File: src/rtl/pipe_hazard_ctrl.sv
// Hazard and sequencing controller for a 5-stage RV32I pipeline: a shadow
// scoreboard of E/M/W drives stalls, bubbles, operand forwarding and halt.
module pipe_hazard_ctrl #(
  parameter bit W_BYPASS = 1'b1
) (
  input  logic        clk,
  input  logic        rst_n,
  input  logic        d_valid,
  input  logic [6:0]  d_opcode,
  input  logic [4:0]  d_rd,
  input  logic [4:0]  d_rs1,
  input  logic [4:0]  d_rs2,
  input  logic        e_redirect,
  input  logic        dmem_busy,
  output logic        stall_f,
  output logic        stall_d,
  output logic        stall_e,
  output logic        stall_m,
  output logic        stall_w,
  output logic        bubble_d,
  output logic        bubble_e,
  output logic [1:0]  fwd_a,
  output logic [1:0]  fwd_b,
  output logic        halt,
  output logic [56:0] dbg_shadow
);

  typedef struct packed {
    logic       valid;
    logic       wr;
    logic       ld;
    logic       ecall;
    logic [4:0] rd;
    logic [4:0] rs1;
    logic [4:0] rs2;
  } ent_t;

  localparam logic [6:0] OP_R     = 7'b0110011;
  localparam logic [6:0] OP_I     = 7'b0010011;
  localparam logic [6:0] OP_LOAD  = 7'b0000011;
  localparam logic [6:0] OP_JALR  = 7'b1100111;
  localparam logic [6:0] OP_JAL   = 7'b1101111;
  localparam logic [6:0] OP_LUI   = 7'b0110111;
  localparam logic [6:0] OP_AUIPC = 7'b0010111;
  localparam logic [6:0] OP_STORE = 7'b0100011;
  localparam logic [6:0] OP_BR    = 7'b1100011;
  localparam logic [6:0] OP_ECALL = 7'b1110011;

  ent_t d_ent, e_q, m_q, w_q;
  logic load_use, w_haz;

  // Decode D into a shadow entry; unused rs fields stay zero so they never match.
  always_comb begin
    d_ent       = '0;
    d_ent.valid = d_valid;
    d_ent.rd    = d_rd;
    unique case (d_opcode)
      OP_R:                       begin d_ent.wr = 1'b1; d_ent.rs1 = d_rs1; d_ent.rs2 = d_rs2; end
      OP_I, OP_JALR:              begin d_ent.wr = 1'b1; d_ent.rs1 = d_rs1; end
      OP_LOAD:                    begin d_ent.wr = 1'b1; d_ent.ld = 1'b1; d_ent.rs1 = d_rs1; end
      OP_JAL, OP_LUI, OP_AUIPC:   d_ent.wr = 1'b1;
      OP_STORE, OP_BR:            begin d_ent.rs1 = d_rs1; d_ent.rs2 = d_rs2; end
      OP_ECALL:                   d_ent.ecall = 1'b1;
      default:                    d_ent.wr = 1'b0;
    endcase
    if (d_rd == 5'd0) d_ent.wr = 1'b0;
  end

  function automatic logic hits(input ent_t p, input ent_t d);
    return p.valid && p.wr && d.valid &&
           (((d.rs1 != 5'd0) && (p.rd == d.rs1)) ||
            ((d.rs2 != 5'd0) && (p.rd == d.rs2)));
  endfunction

  function automatic logic [1:0] fsel(input logic [4:0] rs, input ent_t m, input ent_t w);
    if (rs != 5'd0 && m.valid && m.wr && m.rd == rs)      return 2'b01;
    else if (rs != 5'd0 && w.valid && w.wr && w.rd == rs) return 2'b10;
    else                                                  return 2'b00;
  endfunction

  assign load_use = hits(e_q, d_ent) && e_q.ld;
  assign w_haz    = !W_BYPASS && hits(w_q, d_ent);

  always_comb begin
    stall_f  = 1'b0;
    stall_d  = 1'b0;
    stall_e  = 1'b0;
    stall_m  = 1'b0;
    stall_w  = 1'b0;
    bubble_d = 1'b0;
    bubble_e = 1'b0;
    if (dmem_busy) begin
      stall_f = 1'b1;
      stall_d = 1'b1;
      stall_e = 1'b1;
      stall_m = 1'b1;
      stall_w = 1'b1;
    end else if (e_redirect) begin
      bubble_d = 1'b1;
      bubble_e = 1'b1;
    end else if (load_use || w_haz) begin
      stall_f  = 1'b1;
      stall_d  = 1'b1;
      bubble_e = 1'b1;
    end
  end

  assign fwd_a      = fsel(e_q.rs1, m_q, w_q);
  assign fwd_b      = fsel(e_q.rs2, m_q, w_q);
  assign dbg_shadow = {e_q, m_q, w_q};

  // A freeze holds the whole shadow, so the E instruction and halt wait too.
  always_ff @(posedge clk or negedge rst_n) begin
    if (!rst_n) begin
      e_q  <= '0;
      m_q  <= '0;
      w_q  <= '0;
      halt <= 1'b0;
    end else if (!dmem_busy) begin
      w_q <= m_q;
      m_q <= e_q;
      e_q <= (d_valid && !bubble_e) ? d_ent : '0;
      if (w_q.valid && w_q.ecall) halt <= 1'b1;
    end
  end

endmodule

File: config.mk
export PLATFORM = sky130hd
export DESIGN_NAME = pipe_hazard_ctrl
export DESIGN_NICKNAME = d
export VERILOG_FILES = /design/src/rtl/pipe_hazard_ctrl.sv
export SDC_FILE = /design/constraint.sdc
export NUM_CORES = 1
export LEC_CHECK = 0
export ABC_AREA = 1
export CAP_MARGIN = 20
export CORE_MARGIN = 5
export CORE_UTILIZATION = 42
export DETAILED_ROUTE_END_ITERATION = 12
export GPL_ROUTABILITY_DRIVEN = 0
export PLACE_DENSITY = 0.81
export SLEW_MARGIN = 20
export SYNTH_ARGS = -nofsm -noshare
export SYNTH_HDL_FRONTEND = slang
export SYNTH_SLANG_ARGS = --single-unit
File: constraint.sdc
create_clock -name clk -period 2.67 [get_ports clk]
set_clock_uncertainty 0.15 [all_clocks]
set_input_delay 0.6675 -clock clk [delete_from_list [all_inputs] [get_ports clk]]
set_output_delay 0.6675 -clock clk [all_outputs]
set_load 0.02 [all_outputs]
==> out/results.ini, run 1 <==
[synth]
synth_seq_cells = 58
synth-async-reset-ratio_pct = 100
synthCells = 386
synthTopCellsByArea = dfrtp_1 (48%), nand2_1 (17%), inv_1 (5.1%), o21ai_0 (4.5%), nand4_1 (4.4%)
synth_warnings = 0
synth_adder_area_share_pct = 0
yosysUniqueCellTypes = 34
syn-cell-area_sq_um = 3000
muxShareOfSynthArea_pct = 0
synth_compound_area_share_pct = 10.1
synth_edf_count = 0
synth_top_family_by_area = simple AND/OR/NAND/NOR gates
synthesis.nets = 413
yosysSeqAreaShare_pct = 48.4
avgSynthCellArea_sq_um = 7.77
synth-simple-area-share_pct = 29.2
synth.top_cell.area_share_pct = 48.4
yosysTopAreaCell = dfrtp_1
synth-xor-area-share_pct = 2.92
ys_dominant_reg_cell = dfrtp_1

[sta]
hold_viol_final = 0
max_slew_margin_pct = 49.7
setup_viol = 3
fin_worst_hold_slack_ns = 0.217
fin_ws_ns = -0.381
slew_viol_final = 0
max_freq_mhz = 328
period_share_pct = 114
tns_ns = -1.07
worst_slew_pin_slew_ns = 0.753
rsz0062_at_grt = true
period_minus_slack_ns = 3.05

[grt]
grt_first_pass_wirelength_mm = 14.8
grt_max_degree = 70
grt_pass1_vias = 3064
gr-total-overflow = 0
grt_usage_pct = 21.2
antenna_found_initial = 0

[drt]
viasPerCell = 5.06
avgRoutedWirePerCell_um = 14.7
ant_nets = 0
wl_met2_mm = 4.38
dr.max_layer_used = met4
drt_iter0_markers = 208
drc_errors = 0
route.met3.wl_um = 662
wirelength_mm = 9.03
wirelength_met1_mm = 3.76
dr.pass1.iters = 4
vias = 3105

[critical_path]
critPathKind = in2out
end_kind = output port
critPathSlowestCell = a21o_4
rrSetupSlack_ns = 0.87
start_kind = input port
max_stage_delay_ns = 0.21
path_max_fanout = 6
path_cells = buf_8, nor2_4, nand2_4, a21o_4, nand2_4, nand2_2, nand2_1, nand2_1, nor2_1, nand3_1, nand2_2, nand2_4, o21ai_4, buf_6
worstPathArrival_ns = 2.23
critPathMostFrequentCell = nand2_4
reg2reg_to = dbg_shadow[56]
cp.required_ns = 1.85
regToRegStartpoint = dbg_shadow[50]
r2r_cells = 10

[final_layout]
final_cell_mix = nand2_1 (126), clkdlybuf4s50_1 (78), dfrtp_1 (56)
n_antenna_cell = 0
drive_above_1_share_pct = 21.4
final_util_pct = 66.3
syn_to_final_growth_pct = 51.9
fin_area_sq_um = 4560
final_common_cell = nand2_1
final_nets = 540

[placement]
port_buffers = 95
postPlaceCellArea_sq_um = 4270
post-dp-hpwl_mm = 6.51

[clock_tree]
worstSkewPairLatency_ns = 0.33
cts.sinks = 58
cts_buffers = 9
htreeDepth = 3
clock_path_buffers = 2
clkTransAtPathRegs_ns = 0.06
cts_tree = done
postCtsHoldBufs = 0
cts_root_buf = clkbuf_8

[floorplanning]
row_count = 30
io_pins = 96
start_util_pct = 43.7
dieHeight_um = 94.5
core_sq_um = 6870
dieArea_sq_um = 8930
chipWidth_um = 94.5

[run_status]
status = finished with violations
violations = negative setup slack

[pwr]
vdd_drop_max_mv = 0.199
power.density_nw_per_um2 = 430
p_leak_nw = 2.24

[worst_hold_path]
hold_path.class = in2async

[flow_run]
cap_viol_max_count = 0

## logic make-up after synthesis
family | count (synthesis)
buffers and inverters | 64
flip-flops | 58
XOR/XNOR | 10
AND/OR/NAND/NOR | 204
AO/OA/AOI/OAI | 50
## layout make-up
type	count	area [sq um]
Inverter	43	164
Fill cell	577	2310
Multi-Input combinational cell	265	1420
Timing Repair Buffer	136	1240
Sequential cell	58	1450
Tap cell	96	120
Clock buffer	13	149
Clock inverter	3	15.0
## report_power, final
group	switching [mW]	internal, mW
sequential	0.0281	0.904
combinational	0.188	0.150
clock	0.332	0.358
## worst max path at each step
stage                            from  endpoint
after detailed placement  d_opcode[2]   stall_d
after global routing      d_opcode[2]   stall_d
after CTS                 d_opcode[2]   stall_d
after global placement    d_opcode[2]   stall_f
after floorplan           d_opcode[3]   stall_f
final                     d_opcode[2]   stall_d
## cell usage after synthesis, types with 6 or more instances
cell type / number
clkbuf_1: 10
nand2_1: 136
o22ai_1: 6
nand2_2: 6
inv_1: 41
nor2_1: 16
dfrtp_1: 58
o21ai_0: 27
nor2_2: 6
xor2_1: 7
nand3_1: 12
nand4_1: 21
## per-stage QoR
stage,std cells,worst slack [ns],total power [mW]
2_1_floorplan,386,-0.297,1.09
3_3_place_gp,595,-1.27,1.26
3_5_place_dp,595,-1.40,1.27
4_1_cts,614,-0.335,1.98
5_1_grt,614,-0.436,2.04
6_report,614,-0.381,1.96
## flip-flops by register name (all words and copies together), names as in the netlist
name,flops
dbg_shadow,57
halt,1
## layer usage
| layer | up-vias | track usage [%] |
|---|---|---|
| met3 | 26 | 4.54 |
| met1 | 1443 | 26.8 |
| met4 | 0 | 9.98 |
| met5 | - | 0 |
| met2 | 142 | 34.8 |
| li1 | 1494 | - |
## repair_timing
item | CTS | global route
setup endpoints to repair | 27 | 6
pin swaps | 16 | 3
endpoints found under the hold margin | 0 | 0
setup buffers | 2 | 0
resized for setup | 89 | 12
gates cloned | 1 | 0
## worst max-delay path, delay by kind of cell
family / cells / cell delay (ns)
compound gates: 2 / 0.40
buf+inv: 2 / 0.24
simple gates: 10 / 0.90
Power figures use the tool's default switching activity.
==> run 2, diff against run 1 <==
--- a/config.mk
+++ b/config.mk
@@ -8,5 +8,4 @@
 export ABC_AREA = 1
 export CAP_MARGIN = 20
-export CORE_MARGIN = 5
 export CORE_UTILIZATION = 42
 export DETAILED_ROUTE_END_ITERATION = 12
==> constraint.sdc (replaced) <==
create_clock -name clk -period 2.67 [get_ports clk]
set_clock_uncertainty 0.15 [all_clocks]
set_input_delay 0.534 -clock clk [delete_from_list [all_inputs] [get_ports clk]]
set_output_delay 0.534 -clock clk [all_outputs]
set_load 0.02 [all_outputs]
==> run 2 against run 1 <==
  * The flow still finishes with violations (negative setup slack)
  * Die area shrank 16%
  * Clock power rose by 9.0%
  * Non-clock buffer count is the same
  * Flip-flop and latch count stayed put
  * Core utilization is 0.75 points higher
  * First-iteration DRC count is 7.2% higher
  * Via count increased by 3.5%
  * Total power up 3.1%
  * Sequential power grew 0.4%
  * Setup slack improved by 0.25 ns
  * Critical path depth increased by 1
  * Critical path type unchanged
==> out/results.ini, run 2 (same netlist as run 1, synthesis figures left out) <==
[floorplanning]
row_count = 30
io_pins = 96
core_sq_um = 6830
dieArea_sq_um = 7480
dieHeight_um = 86.5
chipWidth_um = 86.5
start_util_pct = 43.9

[final_layout]
final_util_pct = 67.1
largest_register_ffs = 57
final_nets = 540
fin_cells = 614
drive_above_1_share_pct = 20.8
multi_input_area_sq_um = 1420
n_fill_cell = 572
n_antenna_cell = 0
final_common_cell = nand2_1
syn_to_final_growth_pct = 52.8
fin_area_sq_um = 4580
final_cell_mix = nand2_1 (125), clkdlybuf4s50_1 (79), dfrtp_1 (58)
seq_area_sq_um = 1450

[placement]
post-dp-hpwl_mm = 5.83
port_buffers = 95
place_inst = 580
postPlaceCellArea_sq_um = 4170

[critical_path]
path_max_fanout = 5
regToRegStartpoint = dbg_shadow[49]
worstPathArrival_ns = 2.12
crit_end = stall_d
reg2reg_to = dbg_shadow[56]
end_kind = output port
r2r_cells = 9
cp-startpoint = d_opcode[1]
critPathKind = in2out
cp.required_ns = 1.99
start_kind = input port
rrSetupSlack_ns = 0.82

[pwr]
power.share.clock_pct = 37.2
cellInternalPower_mw = 1.46
switching_share_pct = 27.7
combinationalPowerShare_pct = 16.5
p_leak_nw = 2.26
power_mw = 2.02
vdd_drop_max_mv = 0.196
power.density_nw_per_um2 = 441
switching_power_mw = 0.560
seqPwrFrac_pct = 46.3

[clock_tree]
worstSkewPairLatency_ns = 0.34
cts_buffers = 9
cts_root_buf = clkbuf_8
htreeDepth = 3
cts.sinks = 58
clkTransAtPathRegs_ns = 0.06
cts_tree = done
clock_path_buffers = 2

[sta]
period_minus_slack_ns = 2.80
rsz0062_at_grt = true
max_slew_margin_pct = 59.5
fin_worst_hold_slack_ns = 0.0369
slew_viol_final = 0
fin_ws_ns = -0.133
max_freq_mhz = 357
worst_slew_pin_slew_ns = 0.607
period_share_pct = 105
setup_viol = 4
hold_viol_final = 0

[grt]
gr-total-overflow = 0
grt_usage_pct = 24.9
antenna_found_initial = 0
grt_pass1_vias = 3009
grt_max_degree = 71
grt_first_pass_wirelength_mm = 14.2

[run_status]
status = finished with violations
violations = negative setup slack

[drt]
drc_errors = 0
vias = 3215
dr.pass1.iters = 5
ant_nets = 0
avgRoutedWirePerCell_um = 14.7
drt_iter0_markers = 223
wirelength_mm = 9.00
viasPerCell = 5.24

[worst_hold_path]
hold_path.class = in2async

[flow_run]
cap_viol_max_count = 0

run 2: worst max-delay path, stage by stage:
cell and delay (ns):
buf_2 0.11, nand2_4 0.07, inv_4 0.04, nand2_4 0.08, nor2_2 0.05, nor2_4 0.22
nand2_4 0.11, nand3_1 0.09, nand2_1 0.07, nor2_1 0.13, nand3_1 0.10, nand2_1 0.09
nand2_2 0.09, o21ai_4 0.19, buf_6 0.14
run 2: timing repair:
item                       4_1_cts  5_1_grt
setup buffers                   15        2
hold buffers                     0        0
pin swaps                       20       15
gates resized for setup         77       15
gates cloned                     1        0
setup endpoints to repair        7        5
run 2: how the worst min path moves through the flow:
stage / end / slack [ns] / cells after the start
final: dbg_shadow[35] / 0.04 / 2
after global routing: dbg_shadow[35] / 0.05 / 2
after floorplan: dbg_shadow[0] / 0.09 / 0
after CTS: dbg_shadow[15] / 0.05 / 2
after global placement: halt / 0.30 / 1
after detailed placement: dbg_shadow[9] / 0.31 / 2
run 2: power by group through the flow:
stage / Clock, mW / Sequential, mW / Combinational (mW)
floorplan: 0 / 0.977 / 0.113
global placement: 0 / 0.949 / 0.303
detailed placement: 0 / 0.950 / 0.310
CTS: 0.762 / 0.934 / 0.323
global route: 0.802 / 0.938 / 0.359
finish: 0.752 / 0.937 / 0.333
run 2: layer usage:
| layer | track usage, % | wire length (um) | share of wire (%) |
|---|---|---|---|
| met1 | 29.8 | 3620 | 40 |
| met2 | 42.4 | 4470 | 50 |
| met3 | 5.90 | 695 | 7.7 |
| met4 | 11.7 | 222 | 2.5 |
| met5 | 0 | 0 | 0 |
run 2: final cells by class:
| type | instances | share of cell area (%) |
|---|---|---|
| Timing Repair Buffer | 136 | 27.2 |
| Sequential cell | 58 | 31.7 |
| Inverter | 43 | 3.58 |
| Clock inverter | 2 | 0.218 |
| Clock buffer | 14 | 3.77 |
| Tap cell | 96 | 2.62 |
| Multi-Input combinational cell | 265 | 30.9 |
run 2: stage by stage:
stage	setup WS, ns	setup TNS (ns)
after floorplan	-0.0302	-0.0302
after global placement	-0.979	-5.80
after detailed placement	-1.07	-7.85
after CTS	-0.0283	-0.0744
after global routing	-0.215	-0.795
final	-0.133	-0.422
==> run 3, diff against run 2 <==
Settings changed: ABC_CLOCK_PERIOD_IN_PS set to 2670.
==> results of run 3 <==
Same layout as run 2: the final DEF is identical, and so are final timing and power.
